==> src/rtl/vga_pkg.sv <==
// Shared VGA timing types and stock mode tables used by the raster generator and its axis counters.
package vga_pkg;

   typedef struct packed {
      int unsigned active;
      int unsigned fp;
      int unsigned sync;
      int unsigned bp;
   } axis_mode_t;

   typedef struct packed {
      axis_mode_t h;
      axis_mode_t v;
   } vga_mode_t;

   localparam vga_mode_t MODE_800X600_60 = '{
      h: '{active: 800, fp: 40, sync: 128, bp: 88},
      v: '{active: 600, fp: 1,  sync: 4,   bp: 23}
   };

   localparam vga_mode_t MODE_640X480_60 = '{
      h: '{active: 640, fp: 16, sync: 96, bp: 48},
      v: '{active: 480, fp: 10, sync: 2,  bp: 33}
   };

   localparam int CNT_W_DEF = 11;

   function automatic int axis_total(input int active, input int fp, input int sync, input int bp);
      return active + fp + sync + bp;
   endfunction

endpackage

==> src/rtl/vga_axis_counter.sv <==
// One raster axis: wrapping counter plus blank/sync flags decoded from the next count so they
// line up with the count register in the same cycle.
module vga_axis_counter
   import vga_pkg::*;
#(
   parameter int ACTIVE = 800,
   parameter int FP     = 40,
   parameter int SYNC   = 128,
   parameter int BP     = 88,
   parameter bit POL    = 1'b1,
   parameter int W      = CNT_W_DEF
) (
   input  logic         clk,
   input  logic         rst_n,
   input  logic         step,
   input  logic         clear,
   output logic [W-1:0] count,
   output logic         blnk,
   output logic         sync,
   output logic         wrap,
   output logic         active_nxt
);

   localparam logic [W-1:0] LAST       = W'(axis_total(ACTIVE, FP, SYNC, BP) - 1);
   localparam logic [W-1:0] ACT_END    = W'(ACTIVE);
   localparam logic [W-1:0] SYNC_START = W'(ACTIVE + FP);
   localparam logic [W-1:0] SYNC_END   = W'(ACTIVE + FP + SYNC);

   logic [W-1:0] count_d, count_q;
   logic         blnk_d, blnk_q;
   logic         sync_d, sync_q;

   // Rollover event this cycle; the vertical axis steps on the horizontal one.
   assign wrap = step && (count_q == LAST);

   always_comb begin
      count_d = count_q;
      if (clear) begin
         count_d = '0;
      end else if (step) begin
         count_d = wrap ? '0 : count_q + 1'b1;
      end
      blnk_d = (count_d >= ACT_END);
      sync_d = ((count_d >= SYNC_START) && (count_d < SYNC_END)) ? POL : !POL;
   end

   always_ff @(posedge clk or negedge rst_n) begin
      if (!rst_n) begin
         count_q <= '0;
         blnk_q  <= 1'b0;
         sync_q  <= !POL;
      end else begin
         count_q <= count_d;
         blnk_q  <= blnk_d;
         sync_q  <= sync_d;
      end
   end

   assign active_nxt = !blnk_d;
   assign count      = count_q;
   assign blnk       = blnk_q;
   assign sync       = sync_q;

endmodule

==> src/rtl/vga_timing_gen.sv <==
// Parametrised VGA raster timing generator; every output is registered and aligned with hcount/vcount.
// Define VGA_TIMING_GEN_FRAME_CNT_EN to add the 16-bit frame_cnt output.
module vga_timing_gen
   import vga_pkg::*;
#(
   parameter int H_ACTIVE  = MODE_800X600_60.h.active,
   parameter int H_FP      = MODE_800X600_60.h.fp,
   parameter int H_SYNC    = MODE_800X600_60.h.sync,
   parameter int H_BP      = MODE_800X600_60.h.bp,
   parameter int V_ACTIVE  = MODE_800X600_60.v.active,
   parameter int V_FP      = MODE_800X600_60.v.fp,
   parameter int V_SYNC    = MODE_800X600_60.v.sync,
   parameter int V_BP      = MODE_800X600_60.v.bp,
   parameter bit HSYNC_POL = 1'b1,
   parameter bit VSYNC_POL = 1'b1,
   parameter int CNT_W     = CNT_W_DEF
) (
   input  logic             pclk,
   input  logic             rst_n,
   input  logic             ce,
   input  logic             restart,
   output logic [CNT_W-1:0] hcount,
   output logic [CNT_W-1:0] vcount,
   output logic             hsync,
   output logic             vsync,
   output logic             hblnk,
   output logic             vblnk,
   output logic             de,
   output logic             line_start,
   output logic             frame_start
`ifdef VGA_TIMING_GEN_FRAME_CNT_EN
   ,
   output logic [15:0]      frame_cnt
`endif
);

   logic clear;
   logic h_wrap, v_wrap;
   logic h_act_nxt, v_act_nxt;
   logic de_d, de_q;
   logic line_start_d, line_start_q;
   logic frame_start_d, frame_start_q;

   // restart is only honoured on an enabled cycle.
   assign clear = restart & ce;

   vga_axis_counter #(
      .ACTIVE(H_ACTIVE), .FP(H_FP), .SYNC(H_SYNC), .BP(H_BP), .POL(HSYNC_POL), .W(CNT_W)
   ) u_h_axis (
      .clk        (pclk),
      .rst_n      (rst_n),
      .step       (ce),
      .clear      (clear),
      .count      (hcount),
      .blnk       (hblnk),
      .sync       (hsync),
      .wrap       (h_wrap),
      .active_nxt (h_act_nxt)
   );

   vga_axis_counter #(
      .ACTIVE(V_ACTIVE), .FP(V_FP), .SYNC(V_SYNC), .BP(V_BP), .POL(VSYNC_POL), .W(CNT_W)
   ) u_v_axis (
      .clk        (pclk),
      .rst_n      (rst_n),
      .step       (h_wrap),
      .clear      (clear),
      .count      (vcount),
      .blnk       (vblnk),
      .sync       (vsync),
      .wrap       (v_wrap),
      .active_nxt (v_act_nxt)
   );

   // The next position is a line/frame origin exactly on restart or on the matching rollover.
   always_comb begin
      de_d          = h_act_nxt & v_act_nxt;
      line_start_d  = ce ? (restart | h_wrap) : line_start_q;
      frame_start_d = ce ? (restart | v_wrap) : frame_start_q;
   end

   always_ff @(posedge pclk or negedge rst_n) begin
      if (!rst_n) begin
         de_q          <= 1'b1;
         line_start_q  <= 1'b1;
         frame_start_q <= 1'b1;
      end else begin
         de_q          <= de_d;
         line_start_q  <= line_start_d;
         frame_start_q <= frame_start_d;
      end
   end

   assign de          = de_q;
   assign line_start  = line_start_q;
   assign frame_start = frame_start_q;

`ifdef VGA_TIMING_GEN_FRAME_CNT_EN
   logic [15:0] frame_cnt_d, frame_cnt_q;

   always_comb begin
      frame_cnt_d = frame_cnt_q;
      if (clear) begin
         frame_cnt_d = '0;
      end else if (v_wrap) begin
         frame_cnt_d = frame_cnt_q + 16'd1;
      end
   end

   always_ff @(posedge pclk or negedge rst_n) begin
      if (!rst_n) begin
         frame_cnt_q <= '0;
      end else begin
         frame_cnt_q <= frame_cnt_d;
      end
   end

   assign frame_cnt = frame_cnt_q;
`endif

endmodule

==> config.mk <==
export PLATFORM = sky130hd
export DESIGN_NAME = vga_timing_gen
export DESIGN_NICKNAME = d
export VERILOG_FILES = /design/src/rtl/vga_pkg.sv /design/src/rtl/vga_axis_counter.sv /design/src/rtl/vga_timing_gen.sv
export SDC_FILE = /design/constraint.sdc
export NUM_CORES = 1
export LEC_CHECK = 0
export ABC_AREA = 1
export CORE_MARGIN = 2
export CORE_UTILIZATION = 49
export CTS_CLUSTER_DIAMETER = 40
export DETAILED_ROUTE_END_ITERATION = 8
export PLACE_DENSITY = 0.85
export SYNTH_ARGS = -nofsm -noshare
export SYNTH_HDL_FRONTEND = slang
export SYNTH_SLANG_ARGS = --single-unit
==> constraint.sdc <==
create_clock -name pclk -period 2 [get_ports pclk]
set_clock_uncertainty 0.2 [all_clocks]
set_input_delay 0.4 -clock pclk [delete_from_list [all_inputs] [get_ports pclk]]
set_output_delay 0.4 -clock pclk [all_outputs]
set_load 0.03 [all_outputs]
After elaboration in Yosys (flattened, before gate mapping). Index checks and enable logic that the tools add are counted.

Register bits after elaboration: 29. Latch bits: 0. Bits in writable memories: 0. ROM bits: 0. Bits of input ports: 4. Output and inout bits: 29. Memories kept: 0.

Add/sub/neg operators: 2. Multipliers: 0. Div/mod/pow operators: 0. Order comparisons: 6. Eq/ne operators: 2. Shifts and indexed selects: 0. Mux-type cells: 8. Bitwise gates (word level): 4. Reductions and logical operators: 6.

Operators by type and width (number): $mux W11 (6); $ge A11 B10 Y1 const B (4); $add A11 B1 Y11 const B (2); $lt A11 B10 Y1 const B (2); $eq A11 B10 Y1 const B (1); $eq A11 B11 Y1 const B (1); $logic_and A1 B1 Y1 (4); $and A1 B1 Y1 (2); $logic_not A1 Y1 (2); $mux W1 (2); $or A1 B1 Y1 (2).

Depth between registers and ports, before layout.
Word-level depth: 9. Mapped depth: 14. Mapped depth without buffers: 14.

Modules after synthesis. A second synthesis with hierarchy kept.

Cell total of the unflattened synthesis: 252. Area total of the unflattened synthesis: 1844.3 um^2.

Modules (own cells, without submodules): vga_axis_counter (u_h_axis) (times used 1, cells an instance 118, area each 867.1 um^2); vga_axis_counter (u_v_axis) (times used 1, cells an instance 120, area each 854.6 um^2); vga_timing_gen (times used 1, cells an instance 14, area each 122.6 um^2).

Least setup slack after synthesis. OpenSTA, ideal clock, no wires.

Kind: reg-to-reg. From: reg u_h_axis.count_q[0] (netlist: u_h_axis.count[0]). To: reg u_v_axis.sync_q (netlist: u_v_axis.sync). Setup time: 116 ps. Arrival: 1894 ps. Data required time: 1684 ps. Path slack: -210 ps. Cell stages (with the launch flop): 13. Buffers on the path: 0. Clock period less this slack: 2210 ps. Cell sequence: dfrtp_1 > ha_1 > inv_2 > nor2_4 > nand2_1 > nor2_2 > nand3_1 > a21oi_2 > nand2_1 > nor2_1 > nor2_4 > nand2_1 > nor2_1.

Longest elaborated chain between the ends: 9.

Ends and longest elaborated chain: start: declaration (RTL line vga_axis_counter.sv:29) `logic [W-1:0] count_d, count_q;`; start signal: assignment (RTL line vga_axis_counter.sv:53) `count_q <= count_d;`; $eq A11 B11 Y1 (*) (RTL line vga_axis_counter.sv:34) `assign wrap = step && (count_q == LAST);`; $logic_and A1 B1 Y1 (*) (RTL line vga_axis_counter.sv:34); $logic_and A1 B1 Y1 (RTL line vga_axis_counter.sv:34); $mux W11 (RTL line vga_axis_counter.sv:41) `count_d = wrap ? '0 : count_q + 1'b1;`; $mux W11 (*) (RTL line vga_axis_counter.sv:40) `end else if (step) begin`; $mux W11 (*) (RTL line vga_axis_counter.sv:38) `if (clear) begin`; $ge A11 B10 Y1 / $lt A11 B10 Y1 (equally long branches) (RTL line vga_axis_counter.sv:44) `sync_d = ((count_d >= SYNC_START) && (count_d < SYNC_END)) ? POL : !POL;`; $logic_and A1 B1 Y1 (*) (RTL line vga_axis_counter.sv:44); $mux W1 (*) (RTL line vga_axis_counter.sv:44); net u_v_axis.sync_d (RTL line vga_axis_counter.sv:31) `logic sync_d, sync_q;`; end signal: assignment (RTL line vga_axis_counter.sv:51) `sync_q <= !POL;`; end signal: assignment (RTL line vga_axis_counter.sv:55) `sync_q <= sync_d;`; end: declaration (RTL line vga_axis_counter.sv:31).

Mark *: on every way through the listed nets, which the timed path passes. The rest lies on a longest branch. A chain may end at the register's enable or synchronous reset.

Worst setup path in the final report.
From: reg u_h_axis.count_q[8] (netlist: u_h_axis.count[8]). To: reg u_v_axis.sync_q (netlist: u_v_axis.sync).

Longest elaborated chain between the ends: 9.

Ends and longest elaborated chain (RTL line): $eq A11 B11 Y1 (*) (vga_axis_counter.sv:34); $logic_and A1 B1 Y1 (*) (vga_axis_counter.sv:34); $logic_and A1 B1 Y1 (vga_axis_counter.sv:34); $mux W11 (vga_axis_counter.sv:41); $mux W11 (*) (vga_axis_counter.sv:40); $mux W11 (*) (vga_axis_counter.sv:38); net u_v_axis.count_d[6] (vga_axis_counter.sv:29); $ge A11 B10 Y1 / $lt A11 B10 Y1 (equally long branches) (vga_axis_counter.sv:44); $logic_and A1 B1 Y1 (*) (vga_axis_counter.sv:44); $mux W1 (*) (vga_axis_counter.sv:44); net u_v_axis.sync_d (vga_axis_counter.sv:31).

Marks and branches as above.

==> flow_summary.ini <==
[power]
p_int_uw = 980
switching_share = 0.330
cellPowerDensity_nw_per_um2 = 455
ir_drop_mv = 0.455
pwr-share-clk = 0.340
p_leak_uw = 0.00165
p_sw_uw = 483
combPwrFrac = 0.217
seqPwrFrac = 0.443

[timing]
finalSetupViolations = 7
worst_slack_ps = -434
worst_slew_pin_slew_ps = 407
hold_viol_final = 0
fin_crit_sh = 1.22
slew_headroom = 0.729
fin_crit_ps = 2430
fin_setup_tns_ps = -1470
timing.hold.ws_ps = 275
fmax_mhz = 411
rsz0062_at_grt = yes
final_max_slew_viol_count = 0

[routing]
met1_length_mm = 3.12
met2WireLength_mm = 3.76
via_count = 2672
drtIter0Drc = 382
dr_wl_met3_um = 940
drt_first_pass_iters = 5
drc_errors = 0
ant_nets = 0
wire_per_inst_um = 19.1
wl_mm = 8.46
routed.top_layer = met4
via_per_inst = 6.02

[setup_path]
critical_path_class = register to register
r2r_cells = 10
r2r-end = u_v_axis.sync
r2r_setup_slack_ps = -430
arrival_ps = 2450
crit_path_end_kind = register
required_ps = 2020
worstReg2RegStart = u_h_axis.count[8]
cp_max_fo = 5
crit_path_start_kind = register

[clock_tree]
clock_sinks = 29
clk_path_buf_depth = 2
clk_latency_ps = 290
clkTransAtPathRegs_ps = 70
root_buffer = clkbuf_8
cts_buffers = 5
cts_tree = done
cts_max_level = 2

[global_routing]
antenna_found_initial = 0
grt_max_degree = 30
grt_use_total = 0.264
grt_pass1_vias = 2182
grt_pass1_wl_mm = 10.1
globalRouteOverflowTotal = 0

[hold_path]
min_from = line_start
whs_path_depth = 2
min_path_type = register to register
holdPathEnd = line_start

[layout]
nets = 399
drive_gt1_frac = 0.424
multi_input_area_um2 = 1360
mostFrequentLayoutCells = 64 x nand2_1, 56 x buf_4, 42 x inv_1
antenna_cells = 0
fill_cells = 246
area_delta_synth_final_pct = 53.8
final_common_cell = nand2_1
area.sequential_um2 = 739

[yosys]
ys_warn_count = 0
synth_seq_area_share = 0.349
yosysUniqueCellTypes = 30
syn_inst = 296
ys_ff_latch = 29
avgSynthCellArea_um2 = 7.06
syn_nets = 302
synth_area_um2 = 2090

[run_status]
violations = setup timing
run_status = finished, violations left

[floorplanning]
die_h_um = 69.3
die_area_um2 = 4800
ios = 33
initial_core_util = 0.515
die_w_um = 69.3
num_rows = 23
design.core.area_um2 = 4060

[place]
gp_congestion = 0.968
dpl.hpwl_mm = 4.40
io_buffers = 32

[job]
drv_cap = 0
## per-stage QoR
stage	power (µW)	area [µm²]	util	std cells	setup WS [ps]
6_report	1460	3210	0.792	444	-434
2_1_floorplan	809	2110	-	296	1.28
3_3_place_gp	945	2810	0.693	421	-468
4_1_cts	1430	2960	0.728	435	-62.9
3_5_place_dp	954	2810	0.693	421	-505
5_1_grt	1510	3210	0.792	444	-476
## state kept, by name, indices dropped and copies added (netlist names)
| register | count |
|---|---|
| u_h_axis.count | 11 |
| u_v_axis.sync | 1 |
| u_h_axis.blnk | 1 |
| u_v_axis.blnk | 1 |
| line_start | 1 |
| frame_start | 1 |
| u_h_axis.sync | 1 |
| u_v_axis.count | 11 |
| de | 1 |
## routing by layer
layer | track usage | up-vias
met5 | 0 | -
met4 | 0.0959 | 0
met3 | 0.0567 | 71
met2 | 0.431 | 226
met1 | 0.346 | 1258
li1 | - | 1117
## worst max-delay path by stage
stage                      startpoint            end  cells after the start
global placement                   ce  u_h_axis.sync                     13
floorplan           u_h_axis.count[5]  u_v_axis.sync                     13
global route        u_h_axis.count[8]  u_v_axis.sync                     13
finish              u_h_axis.count[8]  u_v_axis.sync                     10
CTS                 u_h_axis.count[6]  u_v_axis.sync                     13
detailed placement                 ce  u_h_axis.sync                     13
## critical path, stage by stage (launching register included)
cell and delay, ps:
dfrtp_1 380, buf_4 170, nor2_1 300, nand2_2 140, nor2_4 200, nand4_4 150, a21oi_4 250, nand2_2 110
nor2_4 170, nand3_1 130, nor2_1 160
## Yosys cell counts (all sizes together)
cell type	count	area (µm²)
a21oi	10	61.3
a32o	1	10.0
and2	1	8.76
buf	3	26.3
clkinv	1	3.75
dfrtp	26	651
dfstp	3	78.8
ha	2	25.0
inv	51	191
nand2	85	344
nand3	33	203
nand4	8	56.3
nor2	53	294
nor3	5	51.3
o21ai	10	50.1
xnor2	1	8.76
xor2	3	26.3
## cell type report
class                   instances  share of cell area
repair buffers                 93               0.237
clock inverters                 3             0.00545
multi-input cells             212               0.423
clock buffers                   5              0.0214
flip-flops and latches         29               0.230
well taps                      50              0.0195
inverters                      52              0.0631
## cells by family after synthesis
| family | Yosys count | share of synthesized area |
|---|---|---|
| xor+xnor | 4 | 0.0168 |
| fa+ha+maj | 2 | 0.0120 |
| compound gates | 21 | 0.0581 |
| flops | 29 | 0.349 |
| buf+inv | 55 | 0.106 |
| simple gates | 185 | 0.458 |
## power by group through the flow
| stage | Clock [µW] | Combinational [µW] | Sequential (µW) |
|---|---|---|---|
| floorplan | 0 | 93.6 | 715 |
| global placement | 0 | 290 | 655 |
| detailed placement | 0 | 297 | 656 |
| CTS | 492 | 286 | 646 |
| global route | 523 | 340 | 651 |
| finish | 498 | 317 | 648 |
## repair_timing
action	4_1_cts	5_1_grt
resized for setup	38	50
gates cloned	1	0
hold buffers	0	0
buffers inserted	5	9
setup endpoints to repair	27	6
pin swaps	13	21
Power figures use the tool's default switching activity.
